### src/rtl/if_fetch_stage.sv
// Instruction-fetch stage: owns the PC, issues req/ack fetches and buffers one instruction for IF/ID.
// Optional feature macro: IF_PERF_CNT_EN adds hold/wait performance counters.
module if_fetch_stage #(
    parameter logic [31:0] RESET_PC = 32'h0000_0000,
    parameter int          INST_W   = 32
) (
    input  logic              clk,
    input  logic              rst,
    input  logic              is_hold_IF,
    input  logic              branch_taken_ID,
    input  logic [31:0]       branch_target_ID,
    output logic              imem_req,
    output logic [31:0]       imem_addr,
    input  logic              imem_ack,
    input  logic [INST_W-1:0] imem_rdata,
    output logic              inst_valid_IF,
    output logic [31:0]       pc_IF,
    output logic [INST_W-1:0] inst_IF
`ifdef IF_PERF_CNT_EN
    ,
    output logic [31:0]       hold_cycles_IF,
    output logic [31:0]       wait_cycles_IF
`endif
);

    typedef enum logic [0:0] {
        ST_READY = 1'b0,
        ST_WAIT  = 1'b1
    } state_e;

    state_e              state_q, state_d;
    logic [31:0]         fetch_pc_q, fetch_pc_d;
    logic [31:0]         req_addr_q, req_addr_d;
    logic                drop_q, drop_d;
    logic                valid_q, valid_d;
    logic [31:0]         pc_q, pc_d;
    logic [INST_W-1:0]   inst_q, inst_d;
    logic                consume_s;
    logic                can_issue_s;

    assign consume_s     = valid_q & ~is_hold_IF;
    assign can_issue_s   = ~valid_q | ~is_hold_IF;
    assign inst_valid_IF = valid_q;
    assign pc_IF         = pc_q;
    assign inst_IF       = inst_q;

    // State register for the fetch FSM, PC and output buffer.
    always_ff @(posedge clk) begin
        if (rst) begin
            state_q    <= ST_READY;
            fetch_pc_q <= RESET_PC;
            req_addr_q <= 32'h0000_0000;
            drop_q     <= 1'b0;
            valid_q    <= 1'b0;
            pc_q       <= 32'h0000_0000;
            inst_q     <= '0;
        end else begin
            state_q    <= state_d;
            fetch_pc_q <= fetch_pc_d;
            req_addr_q <= req_addr_d;
            drop_q     <= drop_d;
            valid_q    <= valid_d;
            pc_q       <= pc_d;
            inst_q     <= inst_d;
        end
    end

    // Next-state and memory-request logic; a redirect outranks every other event.
    always_comb begin
        state_d    = state_q;
        fetch_pc_d = fetch_pc_q;
        req_addr_d = req_addr_q;
        drop_d     = drop_q;
        pc_d       = pc_q;
        inst_d     = inst_q;
        imem_req   = 1'b0;
        imem_addr  = fetch_pc_q;
        if (consume_s) begin
            valid_d = 1'b0;
        end else begin
            valid_d = valid_q;
        end

        case (state_q)
            ST_READY: begin
                imem_req  = can_issue_s & ~branch_taken_ID & ~rst;
                imem_addr = fetch_pc_q;
                if (branch_taken_ID) begin
                    fetch_pc_d = branch_target_ID;
                    valid_d    = 1'b0;
                end else if (imem_req && imem_ack) begin
                    valid_d    = 1'b1;
                    pc_d       = fetch_pc_q;
                    inst_d     = imem_rdata;
                    fetch_pc_d = fetch_pc_q + 32'd4;
                end else if (imem_req) begin
                    state_d    = ST_WAIT;
                    req_addr_d = fetch_pc_q;
                end else begin
                    state_d    = ST_READY;
                end
            end
            ST_WAIT: begin
                // The outstanding address is held in req_addr_q so a redirect cannot disturb it.
                imem_req  = ~rst;
                imem_addr = req_addr_q;
                if (branch_taken_ID) begin
                    fetch_pc_d = branch_target_ID;
                    valid_d    = 1'b0;
                    if (imem_ack) begin
                        state_d = ST_READY;
                        drop_d  = 1'b0;
                    end else begin
                        drop_d  = 1'b1;
                    end
                end else if (imem_ack) begin
                    state_d = ST_READY;
                    if (drop_q) begin
                        drop_d = 1'b0;
                    end else begin
                        valid_d    = 1'b1;
                        pc_d       = req_addr_q;
                        inst_d     = imem_rdata;
                        fetch_pc_d = req_addr_q + 32'd4;
                    end
                end else begin
                    state_d = ST_WAIT;
                end
            end
            default: begin
                state_d = ST_READY;
            end
        endcase
    end

`ifdef IF_PERF_CNT_EN
    logic [31:0] hold_cnt_q, hold_cnt_d;
    logic [31:0] wait_cnt_q, wait_cnt_d;

    assign hold_cycles_IF = hold_cnt_q;
    assign wait_cycles_IF = wait_cnt_q;

    // Saturating increments for the stall counters.
    always_comb begin
        hold_cnt_d = hold_cnt_q;
        wait_cnt_d = wait_cnt_q;
        if (valid_q && is_hold_IF && (hold_cnt_q != 32'hFFFF_FFFF)) begin
            hold_cnt_d = hold_cnt_q + 32'd1;
        end else begin
            hold_cnt_d = hold_cnt_q;
        end
        if (imem_req && !imem_ack && (wait_cnt_q != 32'hFFFF_FFFF)) begin
            wait_cnt_d = wait_cnt_q + 32'd1;
        end else begin
            wait_cnt_d = wait_cnt_q;
        end
    end

    // Counter registers.
    always_ff @(posedge clk) begin
        if (rst) begin
            hold_cnt_q <= 32'h0000_0000;
            wait_cnt_q <= 32'h0000_0000;
        end else begin
            hold_cnt_q <= hold_cnt_d;
            wait_cnt_q <= wait_cnt_d;
        end
    end
`endif

endmodule

### config.mk
export PLATFORM = sky130hd
export DESIGN_NAME = if_fetch_stage
export DESIGN_NICKNAME = d
export VERILOG_FILES = /design/src/rtl/if_fetch_stage.sv
export SDC_FILE = /design/constraint.sdc
export NUM_CORES = 1
export LEC_CHECK = 0
export CORE_ASPECT_RATIO = 1.1
export CORE_UTILIZATION = 52
export CTS_CLUSTER_SIZE = 28
export DETAILED_ROUTE_END_ITERATION = 10
export DONT_BUFFER_PORTS = 1
export PLACE_DENSITY = 0.77
export SLEW_MARGIN = 20
export SYNTH_ARGS = -nofsm -noshare
export SYNTH_HDL_FRONTEND = slang
export SYNTH_SLANG_ARGS = --single-unit
### constraint.sdc
create_clock -name clk -period 2.8 [get_ports clk]
set_input_delay 0.42 -clock clk [delete_from_list [all_inputs] [get_ports clk]]
set_output_delay 0.42 -clock clk [all_outputs]
set_load 0.05 [all_outputs]
==> results.txt, run 1 <==
gr usage total = 29.96%
met2 routed WL = 8.432 mm
postcts setup bufs = 0
IO buf count = 0
grt ovf = 0
drt first pass iters = 6
DRC = 0
# IOs = 167
Die H = 120.5 um
synth unique cells = 62
Final nets = 927
Metal-1 WL = 8.417 mm
CTS root buf = clkbuf_16
Worst Setup Start Kind = flop
area leader, netlist = dfxtp_1
LEAKAGE = 2.532 nW
top cell type's share of synthesized area = 39.48%
Switching Fraction = 29.31%
reg2reg start = fetch_pc_q[9]
RSZ-0062 raised after global routing = false
Via density = 6.109
top cells by area, synth = dfxtp_1, nand2_1, a21oi_1
Crit-path slowest cell = dfxtp_2
WL final = 19.37 mm
first-pass GRT wire length = 30.06 mm
hold_buf cts = 0
filler cell count = 1110
Arr. time, crit path = 1.91 ns
EDFF count, synth = 0
Clock Path Buffers = 2
Vias = 6250
Hold Fails Final Rpt = 0
Yosys reg bits = 131
Critical Path Sink Type = output port
internal power = 3.512 mW
Area growth, synth to finish = 10.85%
sequential share of power = 42.9%
final instance area = 7363 um^2
fmax = 429.4 MHz
CP bufs+invs = 2
Resized cells post-CTS = 0
vias in the first global route = 5669
worst slew pin tran = 0.8901 ns
TritonCTS clock tree = done
met3 wire len = 2.032 mm
Worst Hold Class = input port to flop
placed instance count = 991
crit path time final = 2.329 ns
pin count of the biggest net entering global routing = 140
Fin Setup TNS = 0 ns
status = finished, final reports clean
Mapped Area = 6643 um^2
1st-iter DRT viols = 529
Layout Cells excl Fill = 1023
maxcap violations = 0
placed instance area = 6743 um^2
prevailing post-synth register cell = dfxtp_1
post-DP HPWL = 13.31 mm
Diodes inserted = 0
DRT antenna net count = 0
Clock power frac = 47.3%
share of cells above drive strength 1 = 10.24%
final core occ = 60.14%
mean area per synthesized cell = 7.480 um^2
WS Path Type = flop to output port
Routability Congestion = 0.9348
wire per inst = 18.94 um
Tcrit/Tclk final = 83.17%
Net Count, Synth = 959
Hold Crit Start = imem_ack
combinational power share = 9.8%
Synth async-reset ratio = 0%
Pins Over Slew Limit = 0
CP cell instances = buf_12, mux2i_1, inv_1
Ys Warns = 0
Largest delay share family, worst path = buffers and inverters
setup slack, reg-to-reg = 0.56 ns
uppermost layer routed = met4
Rows = 42
clock sinks = 131
Num CTS Buffers = 17
Die ar. = 13230 um^2
Final Setup Violations = 0
later-pin clock latency in the skew report = 0.43 ns
initial antenna violation count = 0
Max-slew headroom = 40.44%
largest fanout on the critical path = 66
CTS clk-pin slew, worst paths = 0.06 ns
required time worst endpoint = 2.38 ns
Final Skew = 0.007841 ns
Mapped Cells = 888
Power Dens Cells = 674.7 nW/um^2
Core ar. = 12240 um^2
switching pwr = 1.456 mW
initial core utilization = 54.25%
register area share after synthesis = 39.48%
Worst path max stage delay = 0.48 ns
Die X = 109.8 um
maximum VDD drop = 0.5194 mV
crit path from = state_q
H-tree Lvls = 4
power groups by stage:
stage	combinational, mW	clock, mW	sequential [mW]
final	0.486	2.35	2.13
after global routing	0.522	2.46	2.14
after CTS	0.485	2.37	2.13
after detailed placement	0.484	0	2.17
after global placement	0.480	0	2.17
after floorplan	0.443	0	2.12
cell type report:
type                    instances  area [um^2]  area share (%)
clock inverters                15        195.2           2.651
well taps                     154        192.7           2.617
clock buffers                  17        425.4           5.777
repair buffers                 18        172.7           2.345
multi-input cells             679         3720           50.52
flip-flops and latches        131         2624           35.63
inverters                       9        33.78          0.4588
cell families (layout without fill, tap and decap cells):
family / Yosys count / in the layout / share of synthesized area (%)
muxes: 32 / 32 / 5.293
buffers and inverters: 78 / 59 / 4.728
AOI/OAI and AO/OA: 213 / 213 / 18.82
adders and majority gates: 2 / 2 / 0.3767
and+or+nand+nor: 401 / 401 / 27.22
DFF: 131 / 131 / 39.48
xor gates and xnor gates: 31 / 31 / 4.087
per-layer routing:
layer  track usage (%)  vias to the layer above
met3             9.380                       42
met2             43.83                      336
met1             40.65                     2841
met5                 0                        -
li1                  -                     3031
met4             12.08                        0
path summary, 6_finish.rpt:
path / endpoint / cells after the start
setup / recovery: imem_addr[2] / 3
hold / removal: state_q / 1
setup reg to reg: fetch_pc_q[23] / 6
hold reg to reg: req_addr_q[0] / 2
sequential cells by signal (all words and copies together), names as in the netlist:
name           count
state_q            1
drop_q             1
inst_IF           32
req_addr_q        32
fetch_pc_q        32
inst_valid_IF      1
pc_IF             32
placed cells by master (no fill, tap or decap), types with 3 or more instances in the layout:
cell type  count
nand2_1      233
dfxtp_1      130
a21oi_1      129
nor2_1        51
mux2_2        25
nand3_1       25
nor3_1        21
o21ai_0       18
clkbuf_16     17
nand4_1       16
xor2_1        16
a211oi_1      15
xnor2_1       15
buf_4         15
and3_1        12
inv_1          8
mux2i_1        7
nor4_1         7
and4_1         7
a31oi_1        6
inv_6          6
or3_1          5
a22oi_1        5
nor2b_1        4
o21ai_1        3
o21a_1         3
or2_2          3
a311oi_1       3
o31ai_1        3
o22ai_1        3
o221ai_1       3
bufinv_16      3
buf_12         3
Yosys cell counts, types with 2 or more instances:
cell,number
and2_1,2
o21bai_1,2
xnor2_1,15
o21ai_0,21
nor2b_1,4
a221oi_1,2
mux2i_1,7
nand2b_1,2
o221ai_1,3
mux2_2,25
nand2_1,234
and4_1,7
inv_1,8
buf_2,8
nor2_1,52
clkbuf_1,46
o22ai_1,3
o32ai_1,2
and3_1,12
a211oi_1,15
buf_1,11
clkbuf_2,3
nand3_1,25
or3_1,5
a31oi_1,6
a21o_1,2
xor2_1,16
ha_1,2
o2bb2ai_1,2
o31a_1,2
o31ai_1,3
a21oi_1,129
a22oi_1,5
o21a_1,3
or2_2,3
nand4_1,16
dfxtp_1,131
nor3b_1,2
nor4_1,7
nor3_1,21
a311oi_1,3
per-stage QoR:
step	hold slack, ns	setup WS (ns)	power, mW
2_1_floorplan	0.4417	0.4215	2.565
3_3_place_gp	0.4466	0.6091	2.646
3_5_place_dp	0.4580	0.5743	2.650
4_1_cts	0.05098	0.4550	4.982
5_1_grt	0.04988	0.3236	5.125
6_report	0.06386	0.4712	4.968
Note: power is estimated with default switching activity, not from simulation.
==> inputs of run 2 (changes only) <==
==> constraint.sdc (replaced) <==
create_clock -name clk -period 2.3 [get_ports clk]
set_input_delay 0.345 -clock clk [delete_from_list [all_inputs] [get_ports clk]]
set_output_delay 0.345 -clock clk [all_outputs]
set_load 0.05 [all_outputs]
==> run 2 against run 1 <==
Effect of this change: clock skew grew 0.0029 ns; sequential power grew 21%; wire length grew 4.5%; count of clock-buffer cells in the layout grew 1; largest power group is now sequential cells; flip-flop and latch count is the same; critical path depth is the same; clock power grew 8.9%; first-iteration DRC count grew 16%; worst hold slack lost 0.043 ns; non-clock buffer count grew 25; power grew 17%; combinational power grew 44%; critical path type unchanged.
==> results.txt, run 2 (same netlist as run 1, synthesis figures left out) <==
Area growth, synth to finish = 13.19%
combinational power share = 12.0%
CP bufs+invs = 2
Via density = 6.224
placed instance area = 6879 um^2
sequential share of power = 44.1%
Die X = 109.8 um
1st-iter DRT viols = 616
fmax = 468.6 MHz
maxcap violations = 0
DRC = 0
Die H = 120.5 um
WL final = 20.24 mm
first-pass GRT wire length = 32.28 mm
# IOs = 167
Num CTS Buffers = 17
postcts setup bufs = 0
DRT antenna net count = 0
crit path time final = 2.134 ns
Core ar. = 12240 um^2
Routability Congestion = 0.9307
Worst Setup Start Kind = flop
H-tree Lvls = 4
Worst path max stage delay = 0.36 ns
Max-slew headroom = 29.62%
Hold Fails Final Rpt = 0
Critical Path Sink Type = output port
Diodes inserted = 0
Vias = 6523
status = finished, final reports clean
pin count of the biggest net entering global routing = 78
most frequent cells in the layout = nand2_1, a21oi_1, dfxtp_1, nor2_1, buf_4
final instance area = 7518 um^2
later-pin clock latency in the skew report = 0.43 ns
Arr. time, crit path = 1.79 ns
wire per inst = 19.31 um
commonest non-fill, non-tap cell in the layout = nand2_1
Crit-path slowest cell = dfxtp_2
IO buf count = 0
RSZ-0062 raised after global routing = false
Power Dens Cells = 774.5 nW/um^2
Clock Path Buffers = 2
initial core utilization = 54.25%
initial antenna violation count = 0
share of cells above drive strength 1 = 12.53%
Rows = 42
Clock power frac = 43.9%
Pins Over Slew Limit = 0
Die ar. = 13230 um^2
Final Setup Violations = 0
drt first pass iters = 5
CTS root buf = clkbuf_16
Final nets = 952
TritonCTS clock tree = done
vias in the first global route = 6056
post-DP HPWL = 13.62 mm
internal power = 4.003 mW
Switching Fraction = 31.25%
Worst Hold Class = input port to flop
gr usage total = 32.08%
Largest delay share family, worst path = buffers and inverters
largest fanout on the critical path = 77
maximum VDD drop = 0.4553 mV
Tcrit/Tclk final = 92.77%
Final Skew = 0.01073 ns
grt ovf = 0
switching pwr = 1.820 mW
Fin Setup TNS = 0 ns
LEAKAGE = 2.633 nW
CP cell instances = buf_12, mux2i_1, inv_1
WS Path Type = flop to output port
clock sinks = 131
Layout Cells excl Fill = 1048
placed instance count = 1011
CTS clk-pin slew, worst paths = 0.06 ns
worst slew pin tran = 1.052 ns
required time worst endpoint = 1.96 ns
setup slack, reg-to-reg = 0.18 ns
[run 2: cell count changes in the layout (fill, tap and decap cells not counted), sizes merged]
cell | previous run | this run
clkbuf | 17 | 18
inv | 16 | 13
clkinv | 4 | 8
clkinvlp | 1 | 2
dlygate4sd3 | 0 | 3
bufinv | 3 | 0
buf | 18 | 40
[run 2: what timing repair did]
item / in CTS / in global routing
hold buffers: 5 / 0
endpoints found under the setup margin: 0 / 1
hold endpoints to repair: 56 / 0
gates resized for setup: 0 / 1
[run 2: layout make-up]
cell class              count  area [um^2]
multi-input cells         679         3719
well taps                 154        192.7
clock buffers              18        439.2
inverters                   9        33.78
flip-flops and latches    131         2625
fillers                  1112         4726
clock inverters            14        121.4
repair buffers             43        387.9
[run 2: layer usage]
metal,track usage [%],part of all wire (%),up-vias
met5,0,0,-
li1,-,-,3069
met4,14.25,3.0,0
met1,43.35,42,3008
met3,9.164,11,51
met2,47.21,44,395
[run 2: through the flow]
step	setup WS, ns	utilization [%]	hold WS [ns]	power, mW
floorplan	0.04395	-	0.4417	3.123
global placement	0.2915	56.18	0.4265	3.246
detailed placement	0.2465	56.18	0.4238	3.255
CTS	0.1954	61.39	0.008406	5.839
global route	0.00004552	61.40	0.002635	6.021
finish	0.1662	61.40	0.02085	5.823
[run 2: final timing paths]
kind	from	endpoint	depth (start not counted)
worst max register to register	req_addr_q[2]	fetch_pc_q[22]	7
worst max-delay path	state_q	imem_addr[2]	3
worst min-delay path	rst	fetch_pc_q[29]	1
worst min register to register	fetch_pc_q[0]	req_addr_q[0]	2
[run 2: power groups by stage]
| stage | clock (mW) | combinational (mW) | sequential (mW) |
|---|---|---|---|
| floorplan | 0 | 0.540 | 2.58 |
| global route | 2.69 | 0.748 | 2.58 |
| finish | 2.56 | 0.698 | 2.57 |
| global placement | 0 | 0.634 | 2.61 |
| detailed placement | 0 | 0.642 | 2.61 |
| CTS | 2.58 | 0.693 | 2.56 |
==> inputs of run 3 (changes only) <==
--- a/config.mk
+++ b/config.mk
@@ -5,12 +5,14 @@
 export SDC_FILE = /design/constraint.sdc
 export NUM_CORES = 1
 export LEC_CHECK = 0
+export CELL_PAD_IN_SITES_DETAIL_PLACEMENT = 1
+export CELL_PAD_IN_SITES_GLOBAL_PLACEMENT = 1
 export CORE_ASPECT_RATIO = 1.1
-export CORE_UTILIZATION = 52
+export CORE_UTILIZATION = 45
 export CTS_CLUSTER_SIZE = 28
 export DETAILED_ROUTE_END_ITERATION = 10
 export DONT_BUFFER_PORTS = 1
-export PLACE_DENSITY = 0.77
+export PLACE_DENSITY = 0.89
 export SLEW_MARGIN = 20
 export SYNTH_ARGS = -nofsm -noshare
 export SYNTH_HDL_FRONTEND = slang
==> run 3 against run 2 <==
Effect of this change: register-to-register slack worse by 0.05 ns; power increased by 2.1%; count of clock-buffer cells in the layout is 4 higher; sequential share of layout area shrank 0.49 points; sequential power hardly changed; die area rose by 15%; first-iteration DRC count decreased by 13%; wire length rose by 19%; clock power increased by 4%; flip-flop and latch count unchanged; utilization fell by 8.6 points; largest power group is now the clock network; non-clock buffer count rose by 6.
==> results.txt, run 3 (same netlist as run 1, synthesis figures left out) <==
met2 routed WL = 11.12 mm
H-tree Lvls = 4
Final nets = 958
share of cells above drive strength 1 = 12.89%
Die ar. = 15250 um^2
CTS root buf = clkbuf_16
Worst Setup Start Kind = flop
later-pin clock latency in the skew report = 0.43 ns
grt ovf = 0
maxcap violations = 0
Crit-path slowest cell = or4_1
Diodes inserted = 0
Via density = 6.158
Fin Setup TNS = 0 ns
Worst path max stage delay = 0.52 ns
first-pass GRT wire length = 36.96 mm
Num CTS Buffers = 17
initial core utilization = 45.98%
Final Skew = 0.01439 ns
met3 wire len = 2.118 mm
Arr. time, crit path = 2.51 ns
Hold Fails Final Rpt = 0
Power Dens Cells = 779.9 nW/um^2
initial antenna violation count = 0
vias in the first global route = 6785
largest fanout on the critical path = 6
IO buf count = 0
WL final = 24.02 mm
Die X = 117.8 um
Rows = 46
Vias = 6724
Layout Cells excl Fill = 1092
status = finished, final reports clean
Metal-1 WL = 9.884 mm
worst slew pin tran = 0.9076 ns
Tcrit/Tclk final = 94.24%
Pins Over Slew Limit = 0
Routability Congestion = 0.8908
Critical Path Sink Type = flop
WHS = 0.02139 ns
commonest non-fill, non-tap cell in the layout = nand2_1
TritonCTS clock tree = done
maximum VDD drop = 0.4145 mV
crit path time final = 2.168 ns
# IOs = 167
pin count of the biggest net entering global routing = 91
Core ar. = 14450 um^2
gr usage total = 31.29%
RSZ-0062 raised after global routing = false
DRC = 0
1st-iter DRT viols = 534
CTS clk-pin slew, worst paths = 0.06 ns
WS Path Type = flop to flop
Die H = 129.4 um
clock sinks = 131
DRT antenna net count = 0
most frequent cells in the layout = nand2_1, dfxtp_1, a21oi_1, nor2_1, buf_4
post-DP HPWL = 16.19 mm
LEAKAGE = 2.656 nW
Worst Hold Class = input port to flop
fmax = 461.3 MHz
Tot Pwr = 5.944 mW
uppermost layer routed = met4
Clock Path Buffers = 2
Area growth, synth to finish = 14.73%
Final Setup Violations = 0
drt first pass iters = 4
placed instance count = 1055
wire per inst = 22.00 um
setup slack, reg-to-reg = 0.13 ns
required time worst endpoint = 2.64 ns
Max-slew headroom = 39.29%
CP cell instances = nand4_4, or3_4, or4_1, a21oi_1, a211oi_1, o31ai_2
run 3: cell types whose count changed in the layout (fill, tap and decap cells not counted), moves of 2 or more:
cell / delta
inv_6: -2
inv_8: -2
buf_4: +6
clkinv_4: -3
clkbuf_8: +3
clkinvlp_4: +2
run 3: worst paths after layout:
kind / from / endpoint / cells after the start
max: req_addr_q[11] / fetch_pc_q[29] / 6
min: imem_ack / drop_q / 1
max reg2reg: req_addr_q[11] / fetch_pc_q[29] / 6
min reg2reg: req_addr_q[0] / req_addr_q[0] / 2
run 3: timing repair:
action	4_1_cts	5_1_grt
gates resized for setup	0	1
endpoints found under the setup margin	0	1
hold buffers	5	0
endpoints found under the hold margin	32	0
buffers inserted	0	0
run 3: layout make-up:
class	instances	area (um^2)
clock buffer	22	484.2
clock inverter	10	100.1
fill	1779	6825
inverter	9	33.78
multi-input combinational	679	3724
sequential	131	2624
tap	192	240.2
timing repair buffer	49	415.4
run 3: per-stage QoR:
step	setup slack, ns	cell area (um^2)	utilization [%]
5_1_grt	0.01424	7621	52.75
3_3_place_gp	0.2659	6972	48.26
6_report	0.1324	7621	52.75
4_1_cts	0.09678	7616	52.72
2_1_floorplan	0.04395	6645	-
3_5_place_dp	0.1767	6972	48.26
run 3: report_power, final:
part | internal, mW | total [mW] | switching [mW] | leakage (nW)
Clock | 1.61 | 2.66 | 1.05 | 0.275
Sequential | 2.36 | 2.57 | 0.216 | 1.07
Combinational | 0.213 | 0.711 | 0.499 | 1.31
Total | 4.18 | 5.94 | 1.77 | 2.66
run 3: routing by layer:
layer	up-vias	GRT usage, %
li1	3074	-
met1	3248	38.09
met2	334	50.90
met3	68	8.803
met4	0	15.84
met5	-	0
run 3: critical path, delay by kind of cell (launching register included):
kind | cells | cell delay (ns)
simple gates | 3 | 1.15
compound gates | 3 | 0.47
flops | 1 | 0.47
